### src/rtl/sseg_code_gen_pkg.sv
// Shared character codes, mode encodings and BCD helpers for the seven-segment
// code generator and its double-dabble converter.
package sseg_code_gen_pkg;

  localparam int unsigned DIGITS  = 5;
  localparam int unsigned CODE_W  = 5;
  localparam int unsigned NIB_W   = 4;
  localparam int unsigned BCD_W   = DIGITS * NIB_W;
  localparam int unsigned CODES_W = DIGITS * CODE_W;

  // Character-code space consumed by SSeg; digits 0-9 map to themselves.
  localparam logic [CODE_W-1:0] C_D   = 5'd13;
  localparam logic [CODE_W-1:0] C_E   = 5'd14;
  localparam logic [CODE_W-1:0] C_N   = 5'd19;
  localparam logic [CODE_W-1:0] C_O   = 5'd20;
  localparam logic [CODE_W-1:0] C_R   = 5'd22;
  localparam logic [CODE_W-1:0] C_U   = 5'd25;
  localparam logic [CODE_W-1:0] C_OFF = 5'd27;

  typedef enum logic [1:0] {
    MODE_NUM  = 2'd0,
    MODE_RUN  = 2'd1,
    MODE_DONE = 2'd2,
    MODE_ERR  = 2'd3
  } mode_e;

  typedef enum logic [1:0] {
    S_IDLE    = 2'd0,
    S_CONVERT = 2'd1,
    S_FORMAT  = 2'd2
  } state_e;

  // Double-dabble correction: every nibble >= 5 gets +3 before the shift.
  function automatic logic [BCD_W-1:0] bcd_add3(input logic [BCD_W-1:0] bcd);
    logic [BCD_W-1:0] r;
    r = bcd;
    for (int k = 0; k < int'(DIGITS); k++) begin
      if (bcd[k*NIB_W +: NIB_W] >= 4'd5)
        r[k*NIB_W +: NIB_W] = bcd[k*NIB_W +: NIB_W] + 4'd3;
    end
    return r;
  endfunction

endpackage

### src/rtl/sseg_code_gen_bin2bcd_serial.sv
// Serial double-dabble binary-to-BCD converter: one add-3/shift per step,
// 'last' is high while the final step of the word is being taken.
module sseg_code_gen_bin2bcd_serial
  import sseg_code_gen_pkg::*;
#(
  parameter int unsigned WIDTH = 16
) (
  input  logic             clk,
  input  logic             rstN,
  input  logic             load,
  input  logic             step,
  input  logic [WIDTH-1:0] value,
  output logic [BCD_W-1:0] bcd,
  output logic             last
);

  localparam int unsigned CNT_W = $clog2(WIDTH + 1);

  logic [WIDTH-1:0] shreg;
  logic [CNT_W-1:0] cnt;
  logic [BCD_W-1:0] bcd_adj;

  assign bcd_adj = bcd_add3(bcd);

  always_ff @(posedge clk) begin
    if (!rstN) begin
      shreg <= '0;
      bcd   <= '0;
      cnt   <= '0;
      last  <= 1'b0;
    end else if (load) begin
      shreg <= value;
      bcd   <= '0;
      cnt   <= '0;
      last  <= (WIDTH == 1);
    end else if (step) begin
      // Shifting the concatenation drops the (always zero) top BCD bit.
      {bcd, shreg} <= {bcd_adj, shreg} << 1;
      cnt          <= cnt + CNT_W'(1);
      last         <= (cnt == CNT_W'(WIDTH - 2));
    end
  end

endmodule

### src/rtl/sseg_code_gen.sv
// Start/busy front end producing five SSeg character codes from a binary
// value (with optional leading-zero blanking) or a fixed status message.
module sseg_code_gen
  import sseg_code_gen_pkg::*;
#(
  parameter int unsigned WIDTH = 16
) (
  input  logic               clk,
  input  logic               rstN,
  input  logic               start,
  input  logic [WIDTH-1:0]   value,
  input  logic [1:0]         mode,
  input  logic               blank_lz,
  output logic               busy,
  output logic               done,
  output logic [CODES_W-1:0] codes
);

  state_e             state, state_nx;
  mode_e              mode_q, mode_nx;
  logic               blank_q, blank_nx;
  logic               busy_nx, done_nx;
  logic [CODES_W-1:0] codes_nx, num_codes, fmt_codes;
  logic               load_c, step_c, last;
  logic [BCD_W-1:0]   bcd;
  logic [NIB_W-1:0]   nib;
  logic               lead;

  sseg_code_gen_bin2bcd_serial #(.WIDTH(WIDTH)) u_bin2bcd (
    .clk   (clk),
    .rstN  (rstN),
    .load  (load_c),
    .step  (step_c),
    .value (value),
    .bcd   (bcd),
    .last  (last)
  );

  always_ff @(posedge clk) begin
    if (!rstN) begin
      state   <= S_IDLE;
      mode_q  <= MODE_NUM;
      blank_q <= 1'b0;
      busy    <= 1'b0;
      done    <= 1'b0;
      codes   <= {DIGITS{C_OFF}};
    end else begin
      state   <= state_nx;
      mode_q  <= mode_nx;
      blank_q <= blank_nx;
      busy    <= busy_nx;
      done    <= done_nx;
      codes   <= codes_nx;
    end
  end

  // Number digits, scanning down from the top while still inside leading zeros.
  always_comb begin
    num_codes = '0;
    nib       = '0;
    lead      = blank_q;
    for (int k = int'(DIGITS) - 1; k >= 0; k--) begin
      nib = bcd[k*NIB_W +: NIB_W];
      if (nib != '0) lead = 1'b0;
      if (lead && (k != 0)) num_codes[k*CODE_W +: CODE_W] = C_OFF;
      else                  num_codes[k*CODE_W +: CODE_W] = {1'b0, nib};
    end
  end

  always_comb begin
    fmt_codes = num_codes;
    case (mode_q)
      MODE_RUN:  fmt_codes = {C_OFF, C_OFF, C_R, C_U, C_N};
      MODE_DONE: fmt_codes = {C_OFF, C_D, C_O, C_N, C_E};
      MODE_ERR:  fmt_codes = {C_OFF, C_OFF, C_E, C_R, C_R};
      default:   fmt_codes = num_codes;
    endcase
  end

  always_comb begin
    state_nx = state;
    mode_nx  = mode_q;
    blank_nx = blank_q;
    busy_nx  = busy;
    done_nx  = 1'b0;
    codes_nx = codes;
    load_c   = 1'b0;
    step_c   = 1'b0;
    case (state)
      S_IDLE: begin
        if (start) begin
          mode_nx  = mode_e'(mode);
          blank_nx = blank_lz;
          busy_nx  = 1'b1;
          if (mode_e'(mode) == MODE_NUM) begin
            load_c   = 1'b1;
            state_nx = S_CONVERT;
          end else begin
            state_nx = S_FORMAT;
          end
        end
      end
      S_CONVERT: begin
        step_c = 1'b1;
        if (last) state_nx = S_FORMAT;
      end
      S_FORMAT: begin
        codes_nx = fmt_codes;
        done_nx  = 1'b1;
        busy_nx  = 1'b0;
        state_nx = S_IDLE;
      end
      default: state_nx = S_IDLE;
    endcase
  end

endmodule

### config.mk
export PLATFORM = sky130hd
export DESIGN_NAME = sseg_code_gen
export DESIGN_NICKNAME = d
export VERILOG_FILES = /design/src/rtl/sseg_code_gen_pkg.sv /design/src/rtl/sseg_code_gen_bin2bcd_serial.sv /design/src/rtl/sseg_code_gen.sv
export SDC_FILE = /design/constraint.sdc
export NUM_CORES = 1
export LEC_CHECK = 0
export CELL_PAD_IN_SITES_DETAIL_PLACEMENT = 2
export CELL_PAD_IN_SITES_GLOBAL_PLACEMENT = 2
export CORE_ASPECT_RATIO = 1.4
export CORE_UTILIZATION = 32
export CTS_CLUSTER_DIAMETER = 200
export DETAILED_ROUTE_END_ITERATION = 16
export PLACE_DENSITY_LB_ADDON = 0.1
export RECOVER_POWER = 100
export SLEW_MARGIN = 20
export SYNTH_ARGS = -nofsm -noshare
export SYNTH_HDL_FRONTEND = slang
export SYNTH_SLANG_ARGS = --single-unit
### constraint.sdc
create_clock -name clk -period 2 [get_ports clk]
set_input_delay 0.6 -clock clk [delete_from_list [all_inputs] [get_ports clk]]
set_output_delay 0.6 -clock clk [all_outputs]
set_load 0.02 [all_outputs]
==> qor.yml <==
run_status:
  status: "complete, no violations"
worst_hold_path:
  hp-class: "flop to flop"
placement:
  placed_cells: 600
  dpl_worst_slack_ps: -51.9
  place_hpwl_mm: 7.25
  port_buffers: 48
  routabilityCongestion: 0.747
setup_path:
  worst-path-buf-inv: 1
  startpoint_type: "flop"
  path_class: "flop to output pin"
  cp_max_fo: 2
  slowest_delay_ps: 680
  reg2reg_to: "codes[10]"
  r2r_slack_ps: 100
  cp_top_family: "buffers and inverters"
  end_kind: "output pin"
  critPathSlowestCell: "dlygate4sd3_1"
  worstReg2RegStart: "u_bin2bcd.bcd[13]"
  worstPathArrival_ps: 1350
  timing.critical_path.from: "codes[16]"
  crit_chain: "dlygate4sd3_1"
  cp-endpoint: "codes[16]"
  required_ps: 1400
  path_depth: 1
  rr_worst_depth: 6
final_layout:
  num-nets-final: 516
  drive_gt1_share_pct: 9.62
  diodes: 0
  num-fill-cells: 1180
  instances_no_fill: 616
  synthToLayoutAreaGrowth_pct: 31.4
  final_core_util_pct: 43.7
die:
  start_util_pct: 33.3
  die_y_um: 125
  dieArea_um2: 11300
  io-pin-count: 49
  design.core.area_um2: 10500
  num_rows: 44
  dieWidth_um: 90.2
logic_synthesis:
  syn_area_per_cell_um2: 8.45
  syn_nets: 454
  ys_seq_area_share_pct: 42.5
  dominantRegCellSynth: "dfxtp_1"
  synth-seq-cells: 74
  synth_most_common_cell: "dfxtp_1"
  ys_top_cells_by_count: "dfxtp_1 (74), nand2_1 (65), nand3_1 (36)"
  synthArstFlopShare_pct: 0
  synth_area_um2: 3480
  yosysTopAreaCell: "dfxtp_1"
  synth_edf_count: 0
  ys_warn_count: 0
  syn_inst: 412
  synth_top_area_share_pct: 42.5
  synth_cell_types: 40
  synth_area_leaders: "dfxtp_1 (43%), ha_1 (7.2%), nand2_1 (7.0%)"
drt:
  ant_nets: 0
  drt_iter0_drc: 114
  via_per_inst: 5.19
  drc: 0
  drtPass1Iterations: 4
  vias: 3197
  drt-wirelength-per-cell_um: 16.3
  totalWireLength_mm: 10.0
cts:
  htreeDepth: 3
  clockBufferDepth: 2
  cts-root-buf: "clkbuf_16"
  cts_tree: "yes"
  clk_latency_ps: 340
  cts_sinks: 74
  cts_buffers: 9
  clk_pin_slew_worst_paths_ps: 60
timing:
  rsz0062_at_grt: "no"
  slew_violations: 0
  worstMarginPinSlew_ps: 652
  fmax_mhz: 512
  setup_violations: 0
  finalCriticalPeriod_ps: 1950
  timing.final.crit_share_pct: 97.6
  slew-limit-headroom_pct: 56.5
  finClkSkew_ps: 7.41
  post-route-worst-setup-slack_ps: 48.4
  hold_violations: 0
  whs_ps: 442
power_and_ir_drop:
  p_leak_nw: 1.92
  peakVddDrop_v: 0.000413
  powerDensity_nw_per_um2: 841
global_routing:
  grt_pass1_wl_mm: 17.1
  grt_overflow: 0
  antenna_found_initial: 0
  gr-usage-all-layers_pct: 19.0
  grt_max_degree: 43
  grt_pass1_vias: 3404
run:
  max-cap-violations: 0
## sequential cells by signal, summed over array words and instances (netlist names)
signal,flops
done,1
u_bin2bcd.bcd,20
mode_q,2
u_bin2bcd.shreg,16
codes,25
u_bin2bcd.last,1
u_bin2bcd.cnt,5
blank_q,1
state,2
busy,1
## worst register-to-register path, delay by kind of cell (launching register included)
kind / cells / cell delay [ps]
flops: 1 / 340
buf+inv: 1 / 80
fa+ha+maj: 1 / 140
compound gates: 2 / 620
simple gates: 2 / 630
## report_power, final
group          switching [W]  total, W  leakage, nW  internal (W)
clock               0.000595   0.00175        0.156       0.00115
combinational       0.000283  0.000514         1.16      0.000231
sequential         0.0000405   0.00158        0.603       0.00154
## how the worst min path moves through the flow
stage / endpoint / start / cells past startpoint / slack, ps
floorplan: u_bin2bcd.bcd[0] / u_bin2bcd.shreg[15] / 2 / 430
global placement: codes[24] / codes[24] / 2 / 430
detailed placement: codes[24] / codes[24] / 2 / 440
CTS: codes[19] / codes[19] / 2 / 450
global route: codes[24] / codes[24] / 2 / 490
finish: codes[24] / codes[24] / 2 / 440
## area by class of cell
type                    instances  area, µm²  area share (%)
well taps                     138        173            3.77
flip-flops and latches         74       1480            32.4
clock inverters                 2       60.1            1.31
inverters                      15       56.3            1.23
multi-input cells             298       1840            40.3
clock buffers                  13        260            5.69
repair buffers                 76        699            15.3
## through the flow
| stage | power (W) | setup TNS [ps] | instance area (µm²) |
|---|---|---|---|
| 6_report | 0.00385 | 0 | 4580 |
| 5_1_grt | 0.00400 | 0 | 4580 |
| 4_1_cts | 0.00392 | 0 | 4600 |
| 3_5_place_dp | 0.00215 | -164 | 4280 |
| 3_3_place_gp | 0.00214 | -30.7 | 4280 |
| 2_1_floorplan | 0.00190 | 0 | 3480 |
## placed cells by master (no fill, tap or decap), drive strengths merged, types with 9 or more instances in the layout
master and count:
dfxtp 74, nand2 65, nand3 36, clkdlybuf4s50 32, nor2 24, clkbuf 21, a21oi 20, o21ai 20
ha 20, buf 20, o211a 17, dlygate4sd3 16, inv 15, or3 11, a31oi 10, nor2b 10
a211oi 9
## routing by layer
layer | global-route usage, % | routed length [µm] | up-vias
li1 | - | - | 1569
met1 | 22.1 | 4340 | 1577
met2 | 34.6 | 5310 | 42
met3 | 2.74 | 206 | 9
met4 | 7.31 | 188 | 0
met5 | 0 | 0 | -
## kinds of logic (layout without fill, tap and decap cells)
kind of cell,Yosys count,in the layout,synth area share [%]
buffers and inverters,40,106,4.56
DFF,74,74,42.5
muxes,4,4,1.15
and+or+nand+nor,177,177,24.7
AOI/OAI and AO/OA,93,93,18.9
adders and majority gates,20,20,7.19
xor gates and xnor gates,4,4,1.01
## what timing repair did
item / CTS / global route
setup endpoints to repair: 0 / 4
hold endpoints to repair: 0 / 0
gates resized for setup: 0 / 4
buffers inserted: 0 / 1
hold buffers: 0 / 0
Note: power is estimated with default switching activity, not from simulation.
